## src/rtl/adder_pkg.sv

```systemverilog
// Shared definitions for the chunked add/subtract unit.
// Latency: n/a (types, constants and elaboration-time helpers only).
// Backpressure: n/a.
//
// Contents: FSM state encoding, the CHUNK-divides-WIDTH legality check and
// the helper that sizes the slice index counter.
package adder_pkg;

  typedef enum logic [1:0] {
    ST_IDLE = 2'd0,
    ST_RUN  = 2'd1,
    ST_DONE = 2'd2
  } state_t;

  // A legal configuration has a positive CHUNK that evenly tiles WIDTH.
  function automatic bit chunk_fits(input int width, input int chunk);
    return (chunk > 0) && (width >= chunk) && ((width % chunk) == 0);
  endfunction

  // Index width for a counter over n values, never narrower than one bit.
  function automatic int idx_bits(input int n);
    return (n > 1) ? $clog2(n) : 1;
  endfunction

endpackage

```

## src/rtl/slice_adder.sv

```systemverilog
// CHUNK-bit ripple-carry adder built from full-adder cells.
// Latency: combinational, zero cycles.
// Backpressure: none; output follows the inputs.
//
// Ports:
//   i_a, i_b  CHUNK-bit operand slices
//   i_ci      carry into bit 0
//   o_s       CHUNK-bit sum slice
//   o_co      carry out of bit CHUNK-1
module slice_adder #(
  parameter int CHUNK = 4
) (
  input  logic [CHUNK-1:0] i_a,
  input  logic [CHUNK-1:0] i_b,
  input  logic             i_ci,
  output logic [CHUNK-1:0] o_s,
  output logic             o_co
);

  // The carry is walked through a procedural variable so the chain stays
  // one combinational process rather than a self-referencing vector.
  always_comb begin
    logic w_c;
    o_s  = '0;
    w_c  = i_ci;
    for (int i = 0; i < CHUNK; i++) begin
      o_s[i] = i_a[i] ^ i_b[i] ^ w_c;
      w_c    = (i_a[i] & i_b[i]) | (w_c & (i_a[i] ^ i_b[i]));
    end
    o_co = w_c;
  end

endmodule

```

## src/rtl/chunked_addsub.sv

```systemverilog
// Multi-cycle WIDTH-bit adder/subtractor that processes CHUNK bits per clock.
// Latency: start accepted at edge 0, done pulses between edges N and N+1 (N = WIDTH/CHUNK).
// Backpressure: ready is high only in IDLE; start is ignored while busy.
//
// Ports:
//   clk, rst_n          clock, asynchronous active-low reset
//   start, sub, ci      operation request, subtract select, add carry-in
//   a, b                WIDTH-bit operands, captured with start
//   ready, done         idle indication, one-cycle result-valid pulse
//   s, co, ov, zero     result, MSB carry-out, signed overflow, result==0
module chunked_addsub
  import adder_pkg::*;
#(
  parameter int WIDTH = 32,
  parameter int CHUNK = 4
) (
  input  logic             clk,
  input  logic             rst_n,
  input  logic             start,
  input  logic             sub,
  input  logic             ci,
  input  logic [WIDTH-1:0] a,
  input  logic [WIDTH-1:0] b,
  output logic             ready,
  output logic             done,
  output logic [WIDTH-1:0] s,
  output logic             co,
  output logic             ov,
  output logic             zero
);

  localparam int N     = WIDTH / CHUNK;
  localparam int IDX_W = idx_bits(N);

  if (!chunk_fits(WIDTH, CHUNK)) begin : g_bad_chunk
    $error("chunked_addsub: WIDTH must be a positive multiple of CHUNK");
  end

  state_t             r_state;
  state_t             w_next_state;
  logic [IDX_W-1:0]   r_idx;
  logic [WIDTH-1:0]   r_a;
  logic [WIDTH-1:0]   r_b;
  logic               r_carry;
  logic [WIDTH-1:0]   r_s;
  logic               r_co;
  logic               r_ov;
  logic               r_zero;

  logic [CHUNK-1:0]   w_sum;
  logic               w_cout;
  logic               w_last;
  logic [WIDTH-1:0]   w_s_next;
  logic               w_c_into_msb;

  // Operands are shifted right every RUN cycle, so the active slice is
  // always the low CHUNK bits; one adder instance serves every slice.
  slice_adder #(
    .CHUNK (CHUNK)
  ) u_slice (
    .i_a  (r_a[CHUNK-1:0]),
    .i_b  (r_b[CHUNK-1:0]),
    .i_ci (r_carry),
    .o_s  (w_sum),
    .o_co (w_cout)
  );

  assign w_last = (r_idx == IDX_W'(N - 1));

  // Result fills from the top: after N shifts slice 0 lands in the LSBs.
  assign w_s_next = (r_s >> CHUNK) | (WIDTH'(w_sum) << (WIDTH - CHUNK));

  // On the last slice the operand MSBs sit at bit CHUNK-1; the carry into
  // the MSB is recovered from the full-adder sum identity.
  assign w_c_into_msb = r_a[CHUNK-1] ^ r_b[CHUNK-1] ^ w_sum[CHUNK-1];

  // State register.
  always_ff @(posedge clk or negedge rst_n) begin
    if (!rst_n) begin
      r_state <= ST_IDLE;
    end else begin
      r_state <= w_next_state;
    end
  end

  // Next-state logic.
  always_comb begin
    w_next_state = r_state;
    case (r_state)
      ST_IDLE: if (start) w_next_state = ST_RUN;
      ST_RUN:  if (w_last) w_next_state = ST_DONE;
      ST_DONE: w_next_state = ST_IDLE;
      default: w_next_state = ST_IDLE;
    endcase
  end

  // Output logic.
  always_comb begin
    ready = (r_state == ST_IDLE);
    done  = (r_state == ST_DONE);
    s     = r_s;
    co    = r_co;
    ov    = r_ov;
    zero  = r_zero;
  end

  // Datapath. Subtract is folded into the captured operand (b inverted) and
  // the carry seed (forced to 1), so no separate op flag is kept.
  always_ff @(posedge clk or negedge rst_n) begin
    if (!rst_n) begin
      r_idx   <= '0;
      r_a     <= '0;
      r_b     <= '0;
      r_carry <= 1'b0;
      r_s     <= '0;
      r_co    <= 1'b0;
      r_ov    <= 1'b0;
      r_zero  <= 1'b0;
    end else begin
      case (r_state)
        ST_IDLE: begin
          if (start) begin
            r_a     <= a;
            r_b     <= sub ? ~b : b;
            r_carry <= sub ? 1'b1 : ci;
            r_idx   <= '0;
            r_s     <= '0;
            r_co    <= 1'b0;
            r_ov    <= 1'b0;
            r_zero  <= 1'b0;
          end
        end
        ST_RUN: begin
          r_a     <= r_a >> CHUNK;
          r_b     <= r_b >> CHUNK;
          r_carry <= w_cout;
          r_s     <= w_s_next;
          r_idx   <= w_last ? '0 : r_idx + 1'b1;
          if (w_last) begin
            r_co   <= w_cout;
            r_ov   <= w_cout ^ w_c_into_msb;
            r_zero <= (w_s_next == '0);
          end
        end
        default: ;
      endcase
    end
  end

endmodule

```

## config.mk

```make
export PLATFORM = sky130hd
export DESIGN_NAME = chunked_addsub
export DESIGN_NICKNAME = d
export VERILOG_FILES = /design/src/rtl/adder_pkg.sv /design/src/rtl/slice_adder.sv /design/src/rtl/chunked_addsub.sv
export SDC_FILE = /design/constraint.sdc
export NUM_CORES = 1
export LEC_CHECK = 0
export ABC_AREA = 1
export CAP_MARGIN = 20
export CORE_MARGIN = 1
export CORE_UTILIZATION = 30
export CTS_BUF_LIST = sky130_fd_sc_hd__clkbuf_2
export DETAILED_ROUTE_END_ITERATION = 12
export SETUP_SLACK_MARGIN = 0.5
export SKIP_CTS_REPAIR_TIMING = 1
export SYNTH_ARGS = -nofsm -noshare
export SYNTH_HDL_FRONTEND = slang
export SYNTH_SLANG_ARGS = --single-unit
```

## constraint.sdc

```tcl
create_clock -name clk -period 2.3 [get_ports clk]
set_input_delay 0.23 -clock clk [delete_from_list [all_inputs] [get_ports clk]]
set_output_delay 0.23 -clock clk [all_outputs]
set_load 0.01 [all_outputs]
```

* Word-level counts from Yosys, hierarchy flattened
Cells that the tools add are included.
** Word-level totals
- Bits in registers :: 105
- Bits in latches :: 0
- Bits in writable memories :: 0
- Bits in read-only memories :: 0
- Bits of input ports :: 69
- Output and inout port bits :: 37
- Word-level logic and storage cells :: 68
- Memories kept :: 0
** Operators by class
- Add/subtract/negate cells :: 1
- Multipliers :: 0
- Divide/modulo/power cells :: 0
- Magnitude comparators :: 0
- Equality and inequality tests :: 5
- Shifts and indexed selects :: 0
- Multiplexer cells :: 23
- Bitwise gates (word level) :: 24
- Reduce and logical (&&, ||, !) cells :: 6
** Operators by type and width (number)
- $pmux 32 s2 :: 3
- $mux 32 :: 4
- $logic_not 32->1 :: 1
- $not 32->32 :: 1
- $or 28x32->32 :: 1
- $xor 1x1->1 :: 10
- $and 1x1->1 :: 8
- $pmux 1 s2 :: 4
- $mux 1 :: 6
- $mux 3 :: 2
- $pmux 3 s2 :: 1
- $mux 2 :: 2
- $ne 2x2->1 const B :: 2
- $or 1x1->1 :: 4
- $pmux 2 s2 :: 1
- $reduce_and 2->1 :: 2
- $add 3x1->3 const B :: 1
- $eq 3x3->1 const B :: 1
- $reduce_and 3->1 :: 1
- $eq 2x1->1 const B :: 1
- $eq 2x2->1 const B :: 1
- $logic_not 2->1 :: 1
- $reduce_bool 2->1 :: 1

* Longest topological paths before layout
Gate-level depths: netlist of the first run.
- Depth in word-level cells :: 12
- Mapped depth :: 12
- Gate-level depth less buffers :: 12

* By module
Synthesis of the first run repeated with hierarchy kept, for this count alone.
** Unflattened totals
- Cells, all modules :: 609
- Area total of the unflattened synthesis :: 5167.5 µm²
** Modules (own cells, without submodules)
- chunked_addsub :: times used 1, cells an instance 595, area an instance 5049.8 µm², sequential area each 2627.5 µm²
- slice_adder :: times used 1, cells an instance 14, area an instance 117.6 µm², sequential area each 0.0 µm²

* Worst setup path before layout of the first run
No wires, ideal clock.
- Kind :: reg2reg
- Start :: register r_a[0]
- End :: register r_ov (netlist: ov)
- Arrival :: 2.175 ns
- Required time :: 2.184 ns
- Setup slack :: 0.009 ns
- Stages on the path, launching flop included :: 11
- Buffers on the path :: 0
- Path through :: dfrtp_1 > inv_1 > fa_1 > fa_1 > inv_1 > fa_1 > fa_1 > xnor2_1 > xnor2_1 > nand2_1 > nand2_1
** Between the ends
- Longest elaborated chain between the ends :: 12
- Elaborated cells between the ends (all ways) :: 15
- Classes of those cells :: 2 x mux; 13 x bitwise
** RTL lines
- start: declaration :: RTL line chunked_addsub.sv:42 : logic [WIDTH-1:0] r_a;
- start signal: assignment :: RTL line chunked_addsub.sv:134 : r_a <= r_a >> CHUNK;
- $xor 1x1->1 :: RTL line slice_adder.sv:28 : w_c = (i_a[i] & i_b[i]) | (w_c & (i_a[i] ^ i_b[i]));
- $and 1x1->1 :: RTL line slice_adder.sv:28
- $or 1x1->1 (*) :: RTL line slice_adder.sv:28
- $and 1x1->1 (*) :: RTL line slice_adder.sv:28
- $or 1x1->1 (*) :: RTL line slice_adder.sv:28
- $and 1x1->1 (*) :: RTL line slice_adder.sv:28
- $or 1x1->1 (*) :: RTL line slice_adder.sv:28
- $and 1x1->1 or $xor 1x1->1 (tied branches) :: RTL line slice_adder.sv:28, slice_adder.sv:27
- $or 1x1->1 or $xor 1x1->1 (tied branches) :: RTL line slice_adder.sv:28, chunked_addsub.sv:75
- $xor 1x1->1 (*) :: RTL line chunked_addsub.sv:141 : r_ov <= w_cout ^ w_c_into_msb;
- $mux 1 (*) :: RTL line chunked_addsub.sv:139 : if (w_last) begin
- $pmux 1 s2 (*) :: RTL line chunked_addsub.sv:120 : case (r_state)
- end signal: assignment :: RTL line chunked_addsub.sv:141
- end: declaration :: RTL line chunked_addsub.sv:47 : logic r_ov;
Every way passes the cells marked *; elsewhere a longest branch is shown, timed or not. The select of a mux whose other input is x is not followed.
A chain may end at the register's enable or synchronous reset.

* Final worst setup path of the first run
- Start :: register r_carry
- End :: register r_ov (netlist: ov)
** Between the ends
- Longest elaborated chain between the ends :: 11
- Elaborated cells between the ends (all ways) :: 13
- Classes of those cells :: 2 x mux; 11 x bitwise
** RTL lines
- start: declaration :: RTL line chunked_addsub.sv:44 : logic r_carry;
- start signal: assignment :: RTL line chunked_addsub.sv:125 : r_carry <= sub ? 1'b1 : ci;
- start signal: assignment :: RTL line chunked_addsub.sv:136 : r_carry <= w_cout;
- $and 1x1->1 (*) :: RTL line slice_adder.sv:28
- $or 1x1->1 (*) :: RTL line slice_adder.sv:28
- $and 1x1->1 (*) :: RTL line slice_adder.sv:28
- $or 1x1->1 (*) :: RTL line slice_adder.sv:28
- $and 1x1->1 (*) :: RTL line slice_adder.sv:28
- $or 1x1->1 (*) :: RTL line slice_adder.sv:28
- $and 1x1->1 or $xor 1x1->1 (tied branches) :: RTL line slice_adder.sv:28, slice_adder.sv:27
- $or 1x1->1 or $xor 1x1->1 (tied branches) :: RTL line slice_adder.sv:28, chunked_addsub.sv:75
- $xor 1x1->1 (*) :: RTL line chunked_addsub.sv:141
- $mux 1 (*) :: RTL line chunked_addsub.sv:139
- $pmux 1 s2 (*) :: RTL line chunked_addsub.sv:120
Marks and branches as above.

==> summary.md, run 1 <==
| Metric | Value |
|---|---|
| Drt wl/cell | 13.4 µm |
| Initial Util | 30.6% |
| Failing checks | setup timing |
| Final net count | 790 |
| Skew-Pair Late Insertion Delay | 610 ps |
| LEAKAGE | 3.52 nW |
| Largest net degree at the start of global routing | 75 |
| Worst setup path class | register to register |
| Mapped Area | 0.00504 mm² |
| Mapped Cells | 606 |
| Final worst slack | -17.3 ps |
| PortBufs | 105 |
| Hold Path Class | primary input to asynchronous set/reset pin |
| Die area | 0.0173 mm² |
| Most common cell after layout, fill and taps aside | nand2_1 |
| Yosys cell types | 24 |
| Final min period | 2320 ps |
| #FFs+latches synth | 105 |
| IR drop worst, VDD | 567 µV |
| Crit Reg-Reg Startpoint | r_carry$_DFFE_PN0P_ |
| Post-Synthesis Mean Instance Area | 8.31 µm² |
| CP Cell Sequence | inv_2, fa_2, fa_2, inv_2, fa_2, fa_2, xnor2_2, xnor2_1, nand2_1, nand2_1 |
| Gr usage total | 14.9% |
| CP bufs+invs | 2 |
| CTS tree | yes |
| Compound-Gate Fraction of Synth Area | 15.8% |
| Largest family of logic cells by synthesized area | simple AND/OR/NAND/NOR gates |
| # fillers | 1710 |
| Family with the most delay on the worst path | adder cells |
| GRT overflow | 0 |
| Layout Utilization | 40.6% |
| Vias/cell | 4.57 |
| Routed Antenna Nets | 0 |
| GRT busiest layer | met2 |
| Non-Filler Instances | 940 |
| Gpl congestion | 0.736 |
| Clk pin slew, worst setup/hold paths | 290 ps |
| Area of the core | 0.0165 mm² |
| Max-cap violation count | 0 |
| Setup crit start kind | register |
| Most used cell, CP | fa_2 |
| Setup Viol. Count Final | 1 |
| Critical Path AT | 2900 ps |
| Crit path max fanout | 3 |
| Worst setup EP type | register |
| M2 GR Usage | 23.6% |
| Outcome | finished, violations left |
| Fraction of the mapped netlist area in adder cells | 2.33% |
| Final WL | 12600 µm |
| Die Ht | 132 µm |
| Syn nets | 682 |
| CP Data Required Time | 2890 ps |
| DP Wirelength | 8140 µm |
| Fin. Hold Viols | 0 |
| First-pass GRT wire length | 20600 µm |
| Clock Sinks | 105 |
| Post-route DRC | 0 |
| # H-tree levels | 3 |
| Pwr Density | 1230 mW/mm² |
| Crit path launch | r_carry$_DFFE_PN0P_ |
| Final Max Slew Viols | 0 |
| Area growth, synth to finish | 32.7% |
| Sequential share of the synthesized area | 52.2% |
| Clock Skews | 33.9 ps |
| Final Cycle Share | 101% |
| Headroom to the max-slew limit | 62.7% |
| Multiplexer area fraction after synthesis | 0% |
| Commonest cells after routing, fill and taps aside | nand2_1 (160), dfrtp_1 (104), clkdlybuf4s50_1 (67) |
| Synth warn | 0 |
| IO Count | 106 |
| Share of layout cells above drive strength 1 | 9.87% |
| Vias in the first global route | 4116 |
| Clock Tree Buf Depth | 2 |
| Die X | 132 µm |
| Worst path max stage delay | 470 ps |
| Met3 usage | 3.51% |
| Detailed-route via count | 4295 |
| First-pass DRT Iterations | 4 |
| Row count | 47 |
| RSZ-0062 raised after global routing | yes |
| Grt met1 use | 20.1% |
| Initial antenna violation count | 1 |
| Post-Synth XOR/XNOR Area | 1.04% |
| Post-Synth Simple-Gate Area | 20.2% |
| Worst slew pin tran | 559 ps |
| 1st-iter DRT viols | 222 |
| Inserted Clock Buffers | 9 |
| Clk Tree Root Cell | clkbuf_2 |
| Crit-path slowest cell | fa_2 |
| Placed cell count | 907 |
| FMAX | 432 MHz |
| WHS | 109 ps |
[power by group]
group / internal, mW / switching (mW) / total (mW)
logic: 1.91 / 2.29 / 4.21
clock network: 0.248 / 0.622 / 0.870
registers: 2.69 / 0.449 / 3.14
[path summary, 6_finish.rpt]
path | endpoint | slack (ps) | depth (start not counted)
worst max register to register | ov$_DFFE_PN0P_ | -20 | 10
worst max-delay path | ov$_DFFE_PN0P_ | -20 | 10
max in group asynchronous | r_a[22]$_DFFE_PN0P_ | 1390 | 3
min in group clk | r_a[31]$_DFFE_PN0P_ | 150 | 3
worst min register to register | r_a[29]$_DFFE_PN0P_ | 510 | 2
worst min-delay path | s[27]$_DFFE_PN0P_ | 110 | 2
[cells by family after synthesis]
| family | count (synthesis) |
|---|---|
| adder cells (fa/ha/maj) | 7 |
| buffers and inverters | 97 |
| XOR/XNOR | 6 |
| AO/OA/AOI/OAI | 143 |
| AND/OR/NAND/NOR | 248 |
| flip-flops | 105 |
[flip-flops by register name, indices dropped and copies added, names as in the netlist]
name,cells
co,1
s,32
r_a,32
r_state,2
r_idx,3
r_b,32
ov,1
zero,1
r_carry,1
[worst reg2reg max path: cells and delay by family (launching register included)]
family        cells  cell delay, ps
xor+xnor          2             290
fa+ha+maj         4            1380
buf+inv           2             120
flops             1             400
simple gates      2             110
[layer usage]
layer / wire (µm) / up-vias
li1: - / 2190
met1: 6010 / 2008
met5: 0 / -
met3: 519 / 11
met2: 5860 / 86
met4: 189 / 0
[cell usage after synthesis (all sizes together)]
| cell type | instances | share of area (%) |
|---|---|---|
| nand3 | 33 | 3.3 |
| a22o | 2 | 0.35 |
| o22ai | 29 | 3.6 |
| o21ai | 97 | 9.6 |
| o221ai | 1 | 0.17 |
| o211ai | 13 | 1.9 |
| buf | 26 | 3.2 |
| inv | 60 | 4.5 |
| clkbuf | 11 | 0.82 |
| or2 | 11 | 1.4 |
| ha | 3 | 0.75 |
| nor2 | 43 | 3.5 |
| nand2 | 161 | 12 |
| dfrtp | 105 | 52 |
| a21oi | 1 | 0.099 |
| fa | 4 | 1.6 |
| xnor2 | 6 | 1.0 |
[per-stage QoR]
step                power (mW)  setup slack (ps)  area, µm²  TNS, ps
floorplan                 5.81              32.8       5040        0
global placement          7.15             -26.2       6290    -26.2
detailed placement        7.21             -51.8       6290    -51.8
CTS                       8.10              -124       6400     -163
global route              8.99              -152       6690     -274
finish                    8.22             -17.3       6690    -17.3
[layout make-up]
type	instances	area [µm²]	share of cell area, %
sequential	105	2630	39.3
clock inverter	6	58.8	0.880
multi-input combinational	404	2020	30.2
antenna	1	2.50	0.0374
tap	220	275	4.12
clock buffer	10	50.0	0.749
timing repair buffer	134	1420	21.3
inverter	60	233	3.48
No activity file was read; power rests on OpenSTA's default activity.
==> run 2, diff against run 1 <==
SETUP_SLACK_MARGIN = 0.3   (was 0.5)
==> run 2 against run 1 <==
Against the previous run: the flow still finishes with violations (setup timing); maximum frequency about the same; hold slack better by 41 ps; utilization down 1.3 points; via count down 1.2%; sequential share of layout area up 1.3 points; combinational power down 2%; critical endpoint unchanged.
==> summary.md, run 2 (synthesis results as in run 1) <==
| Metric | Value |
|---|---|
| FF-to-FF End | ov$_DFFE_PN0P_ |
| Initial Util | 30.6% |
| Clock Skews | 20.9 ps |
| Inserted Clock Buffers | 9 |
| Vias/cell | 4.57 |
| Max-cap violation count | 0 |
| Die Ht | 132 µm |
| Worst r2r path cells | 10 |
| Initial antenna violation count | 1 |
| Final net count | 780 |
| Headroom to the max-slew limit | 52.6% |
| CTS tree | yes |
| RSZ-0062 raised after global routing | yes |
| Die area | 0.0173 mm² |
| # H-tree levels | 3 |
| Clk Tree Root Cell | clkbuf_2 |
| Skew-Pair Late Insertion Delay | 610 ps |
| IR drop worst, VDD | 676 µV |
| First-pass GRT wire length | 20300 µm |
| Final Max Slew Viols | 0 |
| Final min period | 2320 ps |
| Crit path max fanout | 3 |
| Layout Utilization | 39.3% |
| Final WL | 12300 µm |
| Drt wl/cell | 13.3 µm |
| Post-route DRC | 0 |
| DP Wirelength | 8270 µm |
| FMAX | 432 MHz |
| LEAKAGE | 2.92 nW |
| Worst slew pin tran | 711 ps |
| Hold Path Class | primary input to asynchronous set/reset pin |
| Clock Tree Buf Depth | 2 |
| Crit Reg-Reg Startpoint | r_carry$_DFFE_PN0P_ |
| Failing checks | setup timing |
| Fin. Hold Viols | 0 |
| Commonest cells after routing, fill and taps aside | nand2_1 (160), dfrtp_1 (104), clkdlybuf4s50_1 (102) |
| Worst setup path class | register to register |
| Row count | 47 |
| Final worst slack | -15.0 ps |
| Area growth, synth to finish | 28.5% |
| Worst path max stage delay | 480 ps |
| 1st-iter DRT viols | 276 |
| Outcome | finished, violations left |
| CP Cell Sequence | inv_2, fa_2, fa_2, inv_2, fa_2, fa_2, xnor2_2, xnor2_1, nand2_1, nand2_1 |
| Setup crit start kind | register |
| Placed cell count | 910 |
| First-pass DRT Iterations | 4 |
| Largest net degree at the start of global routing | 75 |
| Worst R2R Setup Slack | -20 ps |
| Worst setup EP type | register |
| Detailed-route via count | 4243 |
| Die X | 132 µm |
| PortBufs | 105 |
| Most common cell after layout, fill and taps aside | nand2_1 |
| Gr usage total | 14.8% |
| Gpl congestion | 0.744 |
| Critical Path AT | 2870 ps |
| Final Cycle Share | 101% |
| Clk pin slew, worst setup/hold paths | 290 ps |
| Clock Sinks | 105 |
| IO Count | 106 |
| Routed Antenna Nets | 0 |
| Pre-CTS worst setup slack | -50.7 ps |
| Setup Viol. Count Final | 2 |
| Area of the core | 0.0165 mm² |
| CP Data Required Time | 2850 ps |
| Vias in the first global route | 4015 |
| Pwr Density | 1240 mW/mm² |
| Non-Filler Instances | 928 |
| Share of layout cells above drive strength 1 | 7.92% |
| Most used cell, CP | fa_2 |
| GRT overflow | 0 |
| Crit-path slowest cell | fa_2 |
-- run 2: cell types whose count changed in the layout (fill, tap and decap cells not counted), sizes merged --
cell           change
buf               -11
clkinvlp           +2
dlymetal6s2s      -34
clkdlybuf4s50     +35
bufinv             -1
clkbuf             -1
clkinv             -2
-- run 2: worst max-delay path by stage --
stage / depth (start not counted) / from / end
CTS: 10 / r_carry$_DFFE_PN0P_ / ov$_DFFE_PN0P_
global placement: 10 / r_carry$_DFFE_PN0P_ / ov$_DFFE_PN0P_
global route: 10 / r_carry$_DFFE_PN0P_ / ov$_DFFE_PN0P_
floorplan: 10 / r_carry$_DFFE_PN0P_ / ov$_DFFE_PN0P_
finish: 10 / r_carry$_DFFE_PN0P_ / ov$_DFFE_PN0P_
detailed placement: 10 / r_carry$_DFFE_PN0P_ / ov$_DFFE_PN0P_
-- run 2: layer usage --
layer  track usage (%)  routed length [µm]
met1              19.2                5930
met2              24.2                5760
met3              4.44                 540
met4              2.91                  91
met5                 0                   0
-- run 2: critical path, delay by kind of cell (launching register included) --
family | cells | cell delay (ps)
adders and majority gates | 4 | 1390
DFF | 1 | 400
xor gates and xnor gates | 2 | 280
buffers and inverters | 2 | 110
and+or+nand+nor | 2 | 100
-- run 2: power by group --
| group | switching [mW] | leakage (nW) | internal [mW] |
|---|---|---|---|
| Clock | 0.623 | 0.0435 | 0.127 |
| Combinational | 2.23 | 1.56 | 1.88 |
| Sequential | 0.452 | 1.31 | 2.69 |
| Total | 3.31 | 2.92 | 4.70 |
-- run 2: metrics by stage --
| step | instance area, µm² | power [mW] | hold slack [ps] | setup TNS [ps] |
|---|---|---|---|---|
| floorplan | 5040 | 5.79 | -65.6 | 0 |
| global placement | 6350 | 7.22 | 316 | -44.3 |
| detailed placement | 6350 | 7.28 | 327 | -50.7 |
| CTS | 6430 | 8.05 | -420 | -121 |
| global route | 6470 | 8.76 | 90.9 | -278 |
| finish | 6470 | 8.01 | 150 | -24.9 |
-- run 2: layout make-up --
type	count	area, µm²
diodes	1	2.50
clock buffers	9	45.0
clock inverters	5	35.0
fillers	1752	9990
inverters	60	225
multi-input cells	404	2000
flip-flops and latches	105	2630
well taps	220	275
repair buffers	124	1260
==> run 3, diff against run 2 <==
CTS_BUF_LIST = not set   (was sky130_fd_sc_hd__clkbuf_2)
==> run 3 against run 2 <==
Against the previous run: the flow still finishes with violations (setup timing); routed wire length grew 0.80%; maximum frequency grew 0.36%; cell count shrank 0.22%; critical path depth is the same.
==> summary.md, run 3 (synthesis results as in run 1) <==
| Metric | Value |
|---|---|
| Outcome | finished, violations left |
| Failing checks | setup timing |
| Worst r2r path cells | 10 |
| Detailed-route via count | 4219 |
| Final WL | 12400 µm |
| Critical hold path startpoint | a[29] |
| Setup Viol. Count Final | 1 |
| Critical Path AT | 2560 ps |
| 1st-iter DRT viols | 270 |
| Clock Tree Buf Depth | 2 |
| Worst R2R Setup Slack | -7 ps |
| Clk pin slew, worst setup/hold paths | 70 ps |
| Worst setup path class | register to register |
| RSZ-0062 raised after global routing | yes |
| Final worst slack | -6.67 ps |
| Final net count | 779 |
| Non-Filler Instances | 926 |
| Setup crit start kind | register |
| Gr usage total | 14.8% |
| Placed cell count | 910 |
| Crit Reg-Reg Startpoint | r_carry$_DFFE_PN0P_ |
| # H-tree levels | 3 |
| CP Data Required Time | 2550 ps |
| Area of the core | 0.0165 mm² |
| Hold Path Class | primary input to register |
| Setup_tns | -6.67 ps |
| GRT overflow | 0 |
| Worst setup EP type | register |
| IO Count | 106 |
| Die Ht | 132 µm |
| Routed Antenna Nets | 0 |
| Largest net degree at the start of global routing | 75 |
| Worst slew pin tran | 712 ps |
| Final total power | 8.72 mW |
| Fin. Hold Viols | 0 |
| Inserted Clock Buffers | 9 |
| Hold path endpoint | r_a[29]$_DFFE_PN0P_ |
| FF-to-FF End | ov$_DFFE_PN0P_ |
| LEAKAGE | 2.96 nW |
| First-pass GRT wire length | 20300 µm |
| Initial antenna violation count | 0 |
| # fillers | 1736 |
| Gpl congestion | 0.744 |
| Area growth, synth to finish | 32.0% |
| Die X | 132 µm |
| Clock Skews | 8.60 ps |
| DP Wirelength | 8270 µm |
| FMAX | 434 MHz |
| FF+latch area | 0.00263 mm² |
| Max-cap violation count | 0 |
| Drt wl/cell | 13.4 µm |
| Final Cycle Share | 100% |
| Clk Tree Root Cell | clkbuf_16 |
| Row count | 47 |
| Pre-CTS worst setup slack | -50.7 ps |
| Die area | 0.0173 mm² |
| First-pass DRT Iterations | 4 |
| Vias in the first global route | 4014 |
| Initial Util | 30.6% |
| Commonest cells after routing, fill and taps aside | nand2_1 (160), dfrtp_1 (105), clkdlybuf4s50_1 (104) |
| CTS tree | yes |
| Layout Utilization | 40.4% |
| Skew-Pair Late Insertion Delay | 350 ps |
| Vias/cell | 4.56 |
| Share of layout cells above drive strength 1 | 7.79% |
| Most common cell after layout, fill and taps aside | nand2_1 |
| Pwr Density | 1310 mW/mm² |
| Hold Path Depth | 3 |
| PortBufs | 105 |
| Final Max Slew Viols | 0 |
| Area of the multi-input gates | 0.00200 mm² |
| Post-route DRC | 0 |
| Crit path max fanout | 3 |
| Final min period | 2310 ps |
| ANT cells | 0 |
| Headroom to the max-slew limit | 52.6% |
| IR drop worst, VDD | 683 µV |
| Clock Sinks | 105 |
run 3: cell count changes in the layout (fill, tap and decap cells not counted), sizes merged:
cell	change
clkdlybuf4s50	+2
diode	-1
buf	-1
clkbuf	+1
dlymetal6s2s	-2
clkinv	-1
run 3: how the worst max path moves through the flow:
stage | end | startpoint | slack (ps)
after global routing | ov$_DFFE_PN0P_ | r_carry$_DFFE_PN0P_ | -130
after floorplan | ov$_DFFE_PN0P_ | r_carry$_DFFE_PN0P_ | 30
after global placement | ov$_DFFE_PN0P_ | r_carry$_DFFE_PN0P_ | -40
after detailed placement | ov$_DFFE_PN0P_ | r_carry$_DFFE_PN0P_ | -50
final | ov$_DFFE_PN0P_ | r_carry$_DFFE_PN0P_ | -7
after CTS | ov$_DFFE_PN0P_ | r_carry$_DFFE_PN0P_ | -70
run 3: per-layer routing:
layer  track usage [%]  vias up  share of wire, %  routed length [µm]
li1                  -     2153                 -                   -
met1              19.2     1969                48                5910
met2              24.1       90                47                5830
met3              4.67        7               4.7                 586
met4              3.29        0              0.72                  90
met5                 0        -                 0                   0
run 3: where the power goes:
group / leakage (nW) / switching (mW) / internal (mW) / total, mW
registers: 1.31 / 0.453 / 2.71 / 3.16
clock network: 0.123 / 0.700 / 0.754 / 1.45
logic: 1.52 / 2.23 / 1.88 / 4.11
total: 2.96 / 3.39 / 5.34 / 8.72
run 3: cell type report:
cell class	instances	area share (%)
inverter	60	3.39
clock buffer	10	3.59
clock inverter	4	0.470
tap	220	4.14
sequential	105	39.5
timing repair buffer	123	18.8
multi-input combinational	404	30.1
run 3: metrics by stage:
step                area [µm²]  hold slack [ps]
floorplan                 5040            -65.6
global placement          6350              316
detailed placement        6350              327
CTS                       6620            -59.1
global route              6650              462
finish                    6650              439
run 3: critical path, cell delays in order, from the launching register on:
cell and delay (ps):
dfrtp_1 340, inv_2 50, fa_2 380, fa_2 340, inv_2 60, fa_2 190
fa_2 480, xnor2_2 160, xnor2_1 120, nand2_1 60, nand2_1 40
